<file path="src/rtl/wb_pkg.sv">
// Shared widths, lane indexing and lane record type for the Mem/WB register file.
// The lane lookup helper encodes the fixed write-back priority LS > M > A1 > A0.
package wb_pkg;

    localparam int DW    = 16;
    localparam int LSW   = 8;
    localparam int TW    = 5;
    localparam int NREG  = 2 ** TW;
    localparam int NLANE = 4;
    localparam int NRP   = 4;

    // Enum order is the priority order: a later lane overrides an earlier one.
    typedef enum logic [1:0] {LANE_A0, LANE_A1, LANE_M, LANE_LS} lane_e;

    typedef struct packed {
        logic [TW-1:0] tag;
        logic [DW-1:0] data;
    } wb_lane_t;

    typedef wb_lane_t [NLANE-1:0] wb_lanes_t;

    // Returns {hit, data} for the highest-priority lane targeting a nonzero addr.
    function automatic logic [DW:0] lane_lookup(input wb_lanes_t lanes,
                                                input logic [TW-1:0] addr);
        logic [DW:0] res;
        res = '0;
        for (int l = 0; l < NLANE; l++) begin
            if (addr != '0 && lanes[l].tag == addr) res = {1'b1, lanes[l].data};
        end
        return res;
    endfunction

endpackage

</file>
<file path="src/rtl/wb_regfile_sb_if.sv">
// Bus bundle between the Mem/WB stage, issue/decode and the register file.
// master = pipeline side driving lanes/issue/read addresses; slave = register file.
interface wb_regfile_sb_if;
    import wb_pkg::*;

    logic                  wb_en;
    logic [DW-1:0]         a0_wr, a1_wr, m_wr;
    logic [LSW-1:0]        ls_wr;
    logic [TW-1:0]         a0_tag, a1_tag, m_tag, ls_tag;
    logic                  iss_en;
    logic [TW-1:0]         iss_tag;
    logic [TW-1:0]         rd_addr0, rd_addr1, rd_addr2, rd_addr3;
    logic [DW-1:0]         rd_data0, rd_data1, rd_data2, rd_data3;
    logic                  rd_busy0, rd_busy1, rd_busy2, rd_busy3;
    logic                  hazard;
    logic [TW:0]           busy_cnt;

    modport master (
        output wb_en, a0_wr, a1_wr, m_wr, ls_wr, a0_tag, a1_tag, m_tag, ls_tag,
               iss_en, iss_tag, rd_addr0, rd_addr1, rd_addr2, rd_addr3,
        input  rd_data0, rd_data1, rd_data2, rd_data3,
               rd_busy0, rd_busy1, rd_busy2, rd_busy3, hazard, busy_cnt
    );

    modport slave (
        input  wb_en, a0_wr, a1_wr, m_wr, ls_wr, a0_tag, a1_tag, m_tag, ls_tag,
               iss_en, iss_tag, rd_addr0, rd_addr1, rd_addr2, rd_addr3,
        output rd_data0, rd_data1, rd_data2, rd_data3,
               rd_busy0, rd_busy1, rd_busy2, rd_busy3, hazard, busy_cnt
    );

endinterface

</file>
<file path="src/rtl/wb_scoreboard.sv">
// Busy-bit scoreboard: issue sets a destination pending, write-back clears it.
// Set beats clear on the same register because the issuing producer is younger.
module wb_scoreboard
    import wb_pkg::*;
(
    input  logic                      clk,
    input  logic                      rst_n,
    input  logic                      i_wb_en,
    input  logic [NLANE-1:0][TW-1:0]  i_wb_tag,
    input  logic                      i_iss_en,
    input  logic [TW-1:0]             i_iss_tag,
    input  logic [NRP-1:0][TW-1:0]    i_rd_addr,
    output logic [NRP-1:0]            o_rd_busy,
    output logic [TW:0]               o_busy_cnt
);

    logic [NREG-1:0] r_busy;
    logic [NREG-1:0] w_clr;
    logic [NREG-1:0] w_set;
    logic [NREG-1:0] w_busy_nxt;
    logic [TW:0]     r_busy_cnt;

    // NOTE: every always_comb output gets a default first so no latch is inferred.
    always_comb begin
        w_clr = '0;
        w_set = '0;
        if (i_wb_en) begin
            for (int l = 0; l < NLANE; l++) w_clr[i_wb_tag[l]] = 1'b1;
        end
        if (i_iss_en && i_iss_tag != '0) w_set[i_iss_tag] = 1'b1;
        w_busy_nxt = (r_busy & ~w_clr) | w_set;
    end

    always_comb begin
        o_rd_busy = '0;
        for (int p = 0; p < NRP; p++) begin
            o_rd_busy[p] = r_busy[i_rd_addr[p]] & ~w_clr[i_rd_addr[p]];
        end
    end

    // NOTE: state registers use non-blocking assignments so every flop samples pre-edge values.
    always_ff @(posedge clk or negedge rst_n) begin
        if (!rst_n) begin
            r_busy     <= '0;
            r_busy_cnt <= '0;
        end else begin
            r_busy     <= w_busy_nxt;
            r_busy_cnt <= (TW+1)'($countones(w_busy_nxt));
        end
    end

    assign o_busy_cnt = r_busy_cnt;

endmodule

</file>
<file path="src/rtl/wb_regfile_sb.sv">
// Write-back register file: four tagged lanes with fixed priority, four bypassed
// combinational read ports, and per-port busy flags from the scoreboard.
module wb_regfile_sb
    import wb_pkg::*;
(
    input  logic            clk,
    input  logic            rst_n,
    wb_regfile_sb_if.slave  bus
);

    wb_lanes_t                   w_lane;
    logic [NLANE-1:0][TW-1:0]    w_lane_tag;
    logic [NRP-1:0][TW-1:0]      w_rd_addr;
    logic [DW-1:0]               w_rd_data [NRP];
    logic [NRP-1:0]              w_rd_busy;
    logic [NREG-1:0]             w_wr_en;
    logic [DW-1:0]               w_wr_data [NREG];
    logic [DW-1:0]               r_regs    [NREG];

    always_comb begin
        w_lane[LANE_A0] = '{tag: bus.a0_tag, data: bus.a0_wr};
        w_lane[LANE_A1] = '{tag: bus.a1_tag, data: bus.a1_wr};
        w_lane[LANE_M]  = '{tag: bus.m_tag,  data: bus.m_wr};
        w_lane[LANE_LS] = '{tag: bus.ls_tag, data: DW'(bus.ls_wr)};
        for (int l = 0; l < NLANE; l++) w_lane_tag[l] = w_lane[l].tag;
    end

    assign w_rd_addr = {bus.rd_addr3, bus.rd_addr2, bus.rd_addr1, bus.rd_addr0};

    always_comb begin
        for (int r = 0; r < NREG; r++) begin
            {w_wr_en[r], w_wr_data[r]} = bus.wb_en ? lane_lookup(w_lane, TW'(r)) : '0;
        end
    end

    // NOTE: the array is reset because cleared contents are architecturally visible after reset.
    always_ff @(posedge clk or negedge rst_n) begin
        if (!rst_n) begin
            for (int r = 0; r < NREG; r++) r_regs[r] <= '0;
        end else begin
            for (int r = 0; r < NREG; r++) begin
                if (w_wr_en[r]) r_regs[r] <= w_wr_data[r];
            end
        end
    end

    always_comb begin
        logic [DW:0] w_hit;
        for (int p = 0; p < NRP; p++) begin
            w_hit = bus.wb_en ? lane_lookup(w_lane, w_rd_addr[p]) : '0;
            if (w_hit[DW])                 w_rd_data[p] = w_hit[DW-1:0];
            else if (w_rd_addr[p] == '0)   w_rd_data[p] = '0;
            else                           w_rd_data[p] = r_regs[w_rd_addr[p]];
        end
    end

    wb_scoreboard u_scoreboard (
        .clk        (clk),
        .rst_n      (rst_n),
        .i_wb_en    (bus.wb_en),
        .i_wb_tag   (w_lane_tag),
        .i_iss_en   (bus.iss_en),
        .i_iss_tag  (bus.iss_tag),
        .i_rd_addr  (w_rd_addr),
        .o_rd_busy  (w_rd_busy),
        .o_busy_cnt (bus.busy_cnt)
    );

    assign bus.rd_data0 = w_rd_data[0];
    assign bus.rd_data1 = w_rd_data[1];
    assign bus.rd_data2 = w_rd_data[2];
    assign bus.rd_data3 = w_rd_data[3];
    assign bus.rd_busy0 = w_rd_busy[0];
    assign bus.rd_busy1 = w_rd_busy[1];
    assign bus.rd_busy2 = w_rd_busy[2];
    assign bus.rd_busy3 = w_rd_busy[3];
    assign bus.hazard   = |w_rd_busy;

endmodule

</file>
<file path="src/flat_wrapper.sv">
// flat-port wrapper written by rule: the top's interface ports become plain ports
module wb_regfile_sb_flat import wb_pkg::*;
  (clk, rst_n, bus_wb_en, bus_a0_wr, bus_a1_wr, bus_m_wr, bus_ls_wr, bus_a0_tag, bus_a1_tag, bus_m_tag, bus_ls_tag, bus_iss_en, bus_iss_tag, bus_rd_addr0, bus_rd_addr1, bus_rd_addr2, bus_rd_addr3, bus_rd_data0, bus_rd_data1, bus_rd_data2, bus_rd_data3, bus_rd_busy0, bus_rd_busy1, bus_rd_busy2, bus_rd_busy3, bus_hazard, bus_busy_cnt);
  wb_regfile_sb_if bus_i ();
  input  logic clk;
  input  logic rst_n;
  input wire logic [$bits(bus_i.wb_en)-1:0] bus_wb_en;
  input wire logic [$bits(bus_i.a0_wr)-1:0] bus_a0_wr;
  input wire logic [$bits(bus_i.a1_wr)-1:0] bus_a1_wr;
  input wire logic [$bits(bus_i.m_wr)-1:0] bus_m_wr;
  input wire logic [$bits(bus_i.ls_wr)-1:0] bus_ls_wr;
  input wire logic [$bits(bus_i.a0_tag)-1:0] bus_a0_tag;
  input wire logic [$bits(bus_i.a1_tag)-1:0] bus_a1_tag;
  input wire logic [$bits(bus_i.m_tag)-1:0] bus_m_tag;
  input wire logic [$bits(bus_i.ls_tag)-1:0] bus_ls_tag;
  input wire logic [$bits(bus_i.iss_en)-1:0] bus_iss_en;
  input wire logic [$bits(bus_i.iss_tag)-1:0] bus_iss_tag;
  input wire logic [$bits(bus_i.rd_addr0)-1:0] bus_rd_addr0;
  input wire logic [$bits(bus_i.rd_addr1)-1:0] bus_rd_addr1;
  input wire logic [$bits(bus_i.rd_addr2)-1:0] bus_rd_addr2;
  input wire logic [$bits(bus_i.rd_addr3)-1:0] bus_rd_addr3;
  output wire logic [$bits(bus_i.rd_data0)-1:0] bus_rd_data0;
  output wire logic [$bits(bus_i.rd_data1)-1:0] bus_rd_data1;
  output wire logic [$bits(bus_i.rd_data2)-1:0] bus_rd_data2;
  output wire logic [$bits(bus_i.rd_data3)-1:0] bus_rd_data3;
  output wire logic [$bits(bus_i.rd_busy0)-1:0] bus_rd_busy0;
  output wire logic [$bits(bus_i.rd_busy1)-1:0] bus_rd_busy1;
  output wire logic [$bits(bus_i.rd_busy2)-1:0] bus_rd_busy2;
  output wire logic [$bits(bus_i.rd_busy3)-1:0] bus_rd_busy3;
  output wire logic [$bits(bus_i.hazard)-1:0] bus_hazard;
  output wire logic [$bits(bus_i.busy_cnt)-1:0] bus_busy_cnt;
  assign bus_i.wb_en = bus_wb_en;
  assign bus_i.a0_wr = bus_a0_wr;
  assign bus_i.a1_wr = bus_a1_wr;
  assign bus_i.m_wr = bus_m_wr;
  assign bus_i.ls_wr = bus_ls_wr;
  assign bus_i.a0_tag = bus_a0_tag;
  assign bus_i.a1_tag = bus_a1_tag;
  assign bus_i.m_tag = bus_m_tag;
  assign bus_i.ls_tag = bus_ls_tag;
  assign bus_i.iss_en = bus_iss_en;
  assign bus_i.iss_tag = bus_iss_tag;
  assign bus_i.rd_addr0 = bus_rd_addr0;
  assign bus_i.rd_addr1 = bus_rd_addr1;
  assign bus_i.rd_addr2 = bus_rd_addr2;
  assign bus_i.rd_addr3 = bus_rd_addr3;
  assign bus_rd_data0 = bus_i.rd_data0;
  assign bus_rd_data1 = bus_i.rd_data1;
  assign bus_rd_data2 = bus_i.rd_data2;
  assign bus_rd_data3 = bus_i.rd_data3;
  assign bus_rd_busy0 = bus_i.rd_busy0;
  assign bus_rd_busy1 = bus_i.rd_busy1;
  assign bus_rd_busy2 = bus_i.rd_busy2;
  assign bus_rd_busy3 = bus_i.rd_busy3;
  assign bus_hazard = bus_i.hazard;
  assign bus_busy_cnt = bus_i.busy_cnt;
  wb_regfile_sb u_core (.clk(clk), .rst_n(rst_n), .bus(bus_i));
endmodule
</file>
<file path="config.mk">
export PLATFORM = sky130hd
export DESIGN_NAME = wb_regfile_sb_flat
export DESIGN_NICKNAME = d
export VERILOG_FILES = /design/src/rtl/wb_pkg.sv /design/src/rtl/wb_regfile_sb_if.sv /design/src/rtl/wb_scoreboard.sv /design/src/rtl/wb_regfile_sb.sv /design/src/flat_wrapper.sv
export SDC_FILE = /design/constraint.sdc
export NUM_CORES = 2
export LEC_CHECK = 0
export ABC_AREA = 0
export BUFFER_PORTS_ARGS = -buffer_cell sky130_fd_sc_hd__buf_2
export CORE_AREA = 10 10 377 379
export CTS_BUF_LIST = sky130_fd_sc_hd__clkbuf_4 sky130_fd_sc_hd__clkbuf_8
export DETAILED_ROUTE_END_ITERATION = 12
export DIE_AREA = 0 0 387 389
export MAX_ROUTING_LAYER = met4
export PLACE_DENSITY_LB_ADDON = 0.25
export SLEW_MARGIN = 20
export SYNTH_ARGS = -nofsm -noshare
export SYNTH_HDL_FRONTEND = slang
export SYNTH_SLANG_ARGS = --single-unit
</file>
<file path="constraint.sdc">
create_clock -name clk -period 10.2 [get_ports clk]
set_input_delay 2.55 -clock clk [delete_from_list [all_inputs] [get_ports clk]]
set_output_delay 2.55 -clock clk [all_outputs]
set_load 0.005 [all_outputs]
</file>
==> impl_metrics.ini <==
[cts]
cts-buffers-inserted = 107
cts_resized = 0
cts_hold_buf = 0
cts.reportedPaths.clkPinSlew_ns = 0.06
cts_tree = built
cts-htree-levels = 3
ctsRootBufferMaster = sky130_fd_sc_hd__clkbuf_8
post-cts-setup-buffers = 0
cts.path.max_buffers = 3
worstSkewPairLatency_ns = 0.88
cts.sink_count = 534

[yosys]
ys_seq_area_share_pct = 24.94
synth_ff_type = sky130_fd_sc_hd__dfrtp_1
synth_warnings = 0
syn_area_per_cell_um2 = 9.294
ff_latch_count_synth = 534
synth_enable_flop_cells = 0
postSynthCellCount = 5765
synthDistinctLibCells = 67
share_of_flip_flops_with_an_asynchronous_set_or_reset_after_synthesis_pct = 100.0
postSynthNetCount = 5915
mappedNetlistArea_um2 = 53580

[sta]
post-route-min-period_ns = 9.128
final_max_slew_viol_count = 0
fmax_ghz = 0.1095
maxSlewHeadroom_pct = 13.07
fin_crit_sh_pct = 89.49
final.setup_skew_ns = 0.02466
worst_pin_slew_ns = 1.301
setup-violations-final = 0
final_hold_viol_count = 0
rsz0062_at_grt = false
setup-tns-final_ns = 0

[floorplanning]
design.core.area_um2 = 134600
ios = 180
fp.dieArea_um2 = 150500
start_util_pct = 39.80
die_w_um = 387
core.rowCount = 135
die_h_um = 389

[critical_path]
reg2reg_depth = 21
path_max_fanout = 67
worstPathRequired_ns = 7.65
critical_path_sink_type = primary output
worstSetupStartpointType = input port
critPathArrivalTime_ns = 6.58
worstSetupPathType = in -> out

[grt]
globalRouteOverflowTotal = 0
pin_count_of_the_biggest_net_entering_global_routing = 70
groute.usage.overall_pct = 42.21
grt_pass1_wl_um = 439500
grt_pass1_vias = 54430
initial_antenna_violation_count = 35

[placement]
dp_hpwl_um = 210300
place.port_buffers = 179
dpl-instance-area_um2 = 56880
placed_cells = 7247
gp_congestion = 1.076

[min_path]
min_path_type = reg -> reg
timing.hold.worst_path_depth = 2

[route]
first_pass_iters = 9
routed_wl_um = 320300
vias = 58030
wire_per_inst_um = 42.84
detail_route.vias_per_cell = 7.761
remaining_drcs = 0
drc_marker_count_from_the_first_detailed_route_iteration = 11230
drtAntennaViolNets = 0

[layout]
layout.filler_cells = 13020
layout.cell_area.non_filler_um2 = 59420
multiInputGateArea_um2 = 37650
final_layout_size_suffix_gt1_share_pct = 26.92
area_delta_synth_final_pct = 10.90
layoutNonFillerInstCount = 7477
layout.area.seq_um2 = 13360
finalNetCount = 5725
utilization_pct = 44.14

[run]
cap_violations = 0

[pwr]
power.density_cell_area_nw_per_um2 = 134.2
p_leak_nw = 22.63
power.ir.vdd_worst_v = 0.0001726
total_power_mw = 7.971

[status]
status = finished, final reports clean
-- routing by layer --
metal  vias to the layer above  global-route usage, %  wire (µm)  share of wire, %
met2                      5807                  55.58     127200                40
li1                      22280                      -          -                 -
met4                         0                  30.55      28530               8.9
met3                      1455                  19.48      53310                17
met5                         -                      -          0                 0
met1                     28490                  50.06     111300                35
-- power by group --
group / leakage [nW] / internal (mW) / switching, mW
clock network: 1.29 / 1.47 / 1.20
logic: 14.0 / 1.07 / 1.59
registers: 7.32 / 2.33 / 0.311
-- through the flow --
step | hold slack (ns) | setup WS, ns
final | 0.5416 | 1.072
after global routing | 0.5678 | 0.9964
after CTS | 0.5425 | 1.291
after detailed placement | 0.5234 | 0.8438
after global placement | 0.5096 | 0.8234
after floorplan | 0.4878 | 0.7715
-- cells by family (layout without fill, tap and decap cells) --
family,after synthesis,count (layout),share of synthesized area (%)
mux,737,737,28.24
xor+xnor,86,86,1.406
buf+inv,858,754,6.235
flops,534,534,24.94
compound gates,1776,1776,23.65
other cells,0,35,0
simple gates,1729,1729,14.15
fa+ha+maj,45,45,1.373
-- final cells by class --
class	instances	area share [%]
clock buffer	162	3.500
antenna	35	0.1474
inverter	57	0.3601
timing repair buffer	502	5.787
tap	1781	3.750
sequential	534	22.49
multi-input combinational	4373	63.36
clock inverter	33	0.6065
-- registers in the layout, indices dropped and copies added, names as in the netlist --
signal,cells
u_core.u_scoreboard.r_busy,32
u_core.r_regs,496
u_core.u_scoreboard.o_busy_cnt,6
-- cells in the final DEF (no fill, tap or decap), drive strengths merged, types with 14 or more instances in the layout --
| master | instances |
|---|---|
| nand2b | 42 |
| nor2 | 744 |
| nor3 | 260 |
| mux2i | 57 |
| nand3 | 20 |
| nor4 | 29 |
| a221oi | 417 |
| o41ai | 173 |
| or3b | 15 |
| inv | 57 |
| a21oi | 366 |
| nand2 | 514 |
| mux2 | 67 |
| xor2 | 39 |
| o211ai | 16 |
| a22o | 143 |
| diode | 35 |
| o31ai | 22 |
| xnor2 | 47 |
| ha | 22 |
| a211oi | 51 |
| o32ai | 21 |
| clkinv | 21 |
| mux4 | 613 |
| a22oi | 161 |
| nand3b | 14 |
| dfrtp | 534 |
| fa | 23 |
| buf | 502 |
| clkbuf | 162 |
| o22ai | 59 |
| o21ai | 305 |
| nor2b | 31 |
-- worst max-delay path, cell delays in order --
cell and delay (ns):
sky130_fd_sc_hd__buf_8 0.33, sky130_fd_sc_hd__or2_1 0.49, sky130_fd_sc_hd__nor4_2 0.78, sky130_fd_sc_hd__nor4_4 0.25, sky130_fd_sc_hd__buf_4 0.27, sky130_fd_sc_hd__nor2_1 0.51
sky130_fd_sc_hd__buf_4 0.34, sky130_fd_sc_hd__a221oi_1 0.11, sky130_fd_sc_hd__nor3_1 0.19, sky130_fd_sc_hd__a21oi_1 0.07, sky130_fd_sc_hd__a21oi_1 0.43, sky130_fd_sc_hd__buf_2 0.20
-- cell usage after synthesis (67+ instances only) --
cell	count	share of area, %
sky130_fd_sc_hd__a21oi_1	366	3.4
sky130_fd_sc_hd__a221oi_1	417	6.8
sky130_fd_sc_hd__a22o_1	143	2.3
sky130_fd_sc_hd__a22oi_1	161	2.3
sky130_fd_sc_hd__buf_1	119	0.83
sky130_fd_sc_hd__buf_2	81	0.76
sky130_fd_sc_hd__clkbuf_1	596	4.2
sky130_fd_sc_hd__dfrtp_1	534	25
sky130_fd_sc_hd__mux2_2	67	1.4
sky130_fd_sc_hd__mux4_2	613	26
sky130_fd_sc_hd__nand2_1	514	3.6
sky130_fd_sc_hd__nor2_1	709	5.0
sky130_fd_sc_hd__nor3_1	260	2.4
sky130_fd_sc_hd__o21ai_0	305	2.8
sky130_fd_sc_hd__o41ai_1	162	2.6
-- final timing paths --
| path | start | end | slack, ns |
|---|---|---|---|
| max | bus_rd_addr1[0] | bus_rd_data1[4] | 1.07 |
| min | u_core.r_regs[94] | u_core.r_regs[94] | 0.54 |
| max reg2reg | u_core.u_scoreboard.r_busy[25] | u_core.u_scoreboard.o_busy_cnt[5] | 4.16 |
| min reg2reg | u_core.r_regs[94] | u_core.r_regs[94] | 0.54 |
| max in group asynchronous | rst_n | u_core.r_regs[124] | 6.34 |
| min in group asynchronous | rst_n | u_core.r_regs[390] | 1.65 |
(Power assumes the default switching activity.)
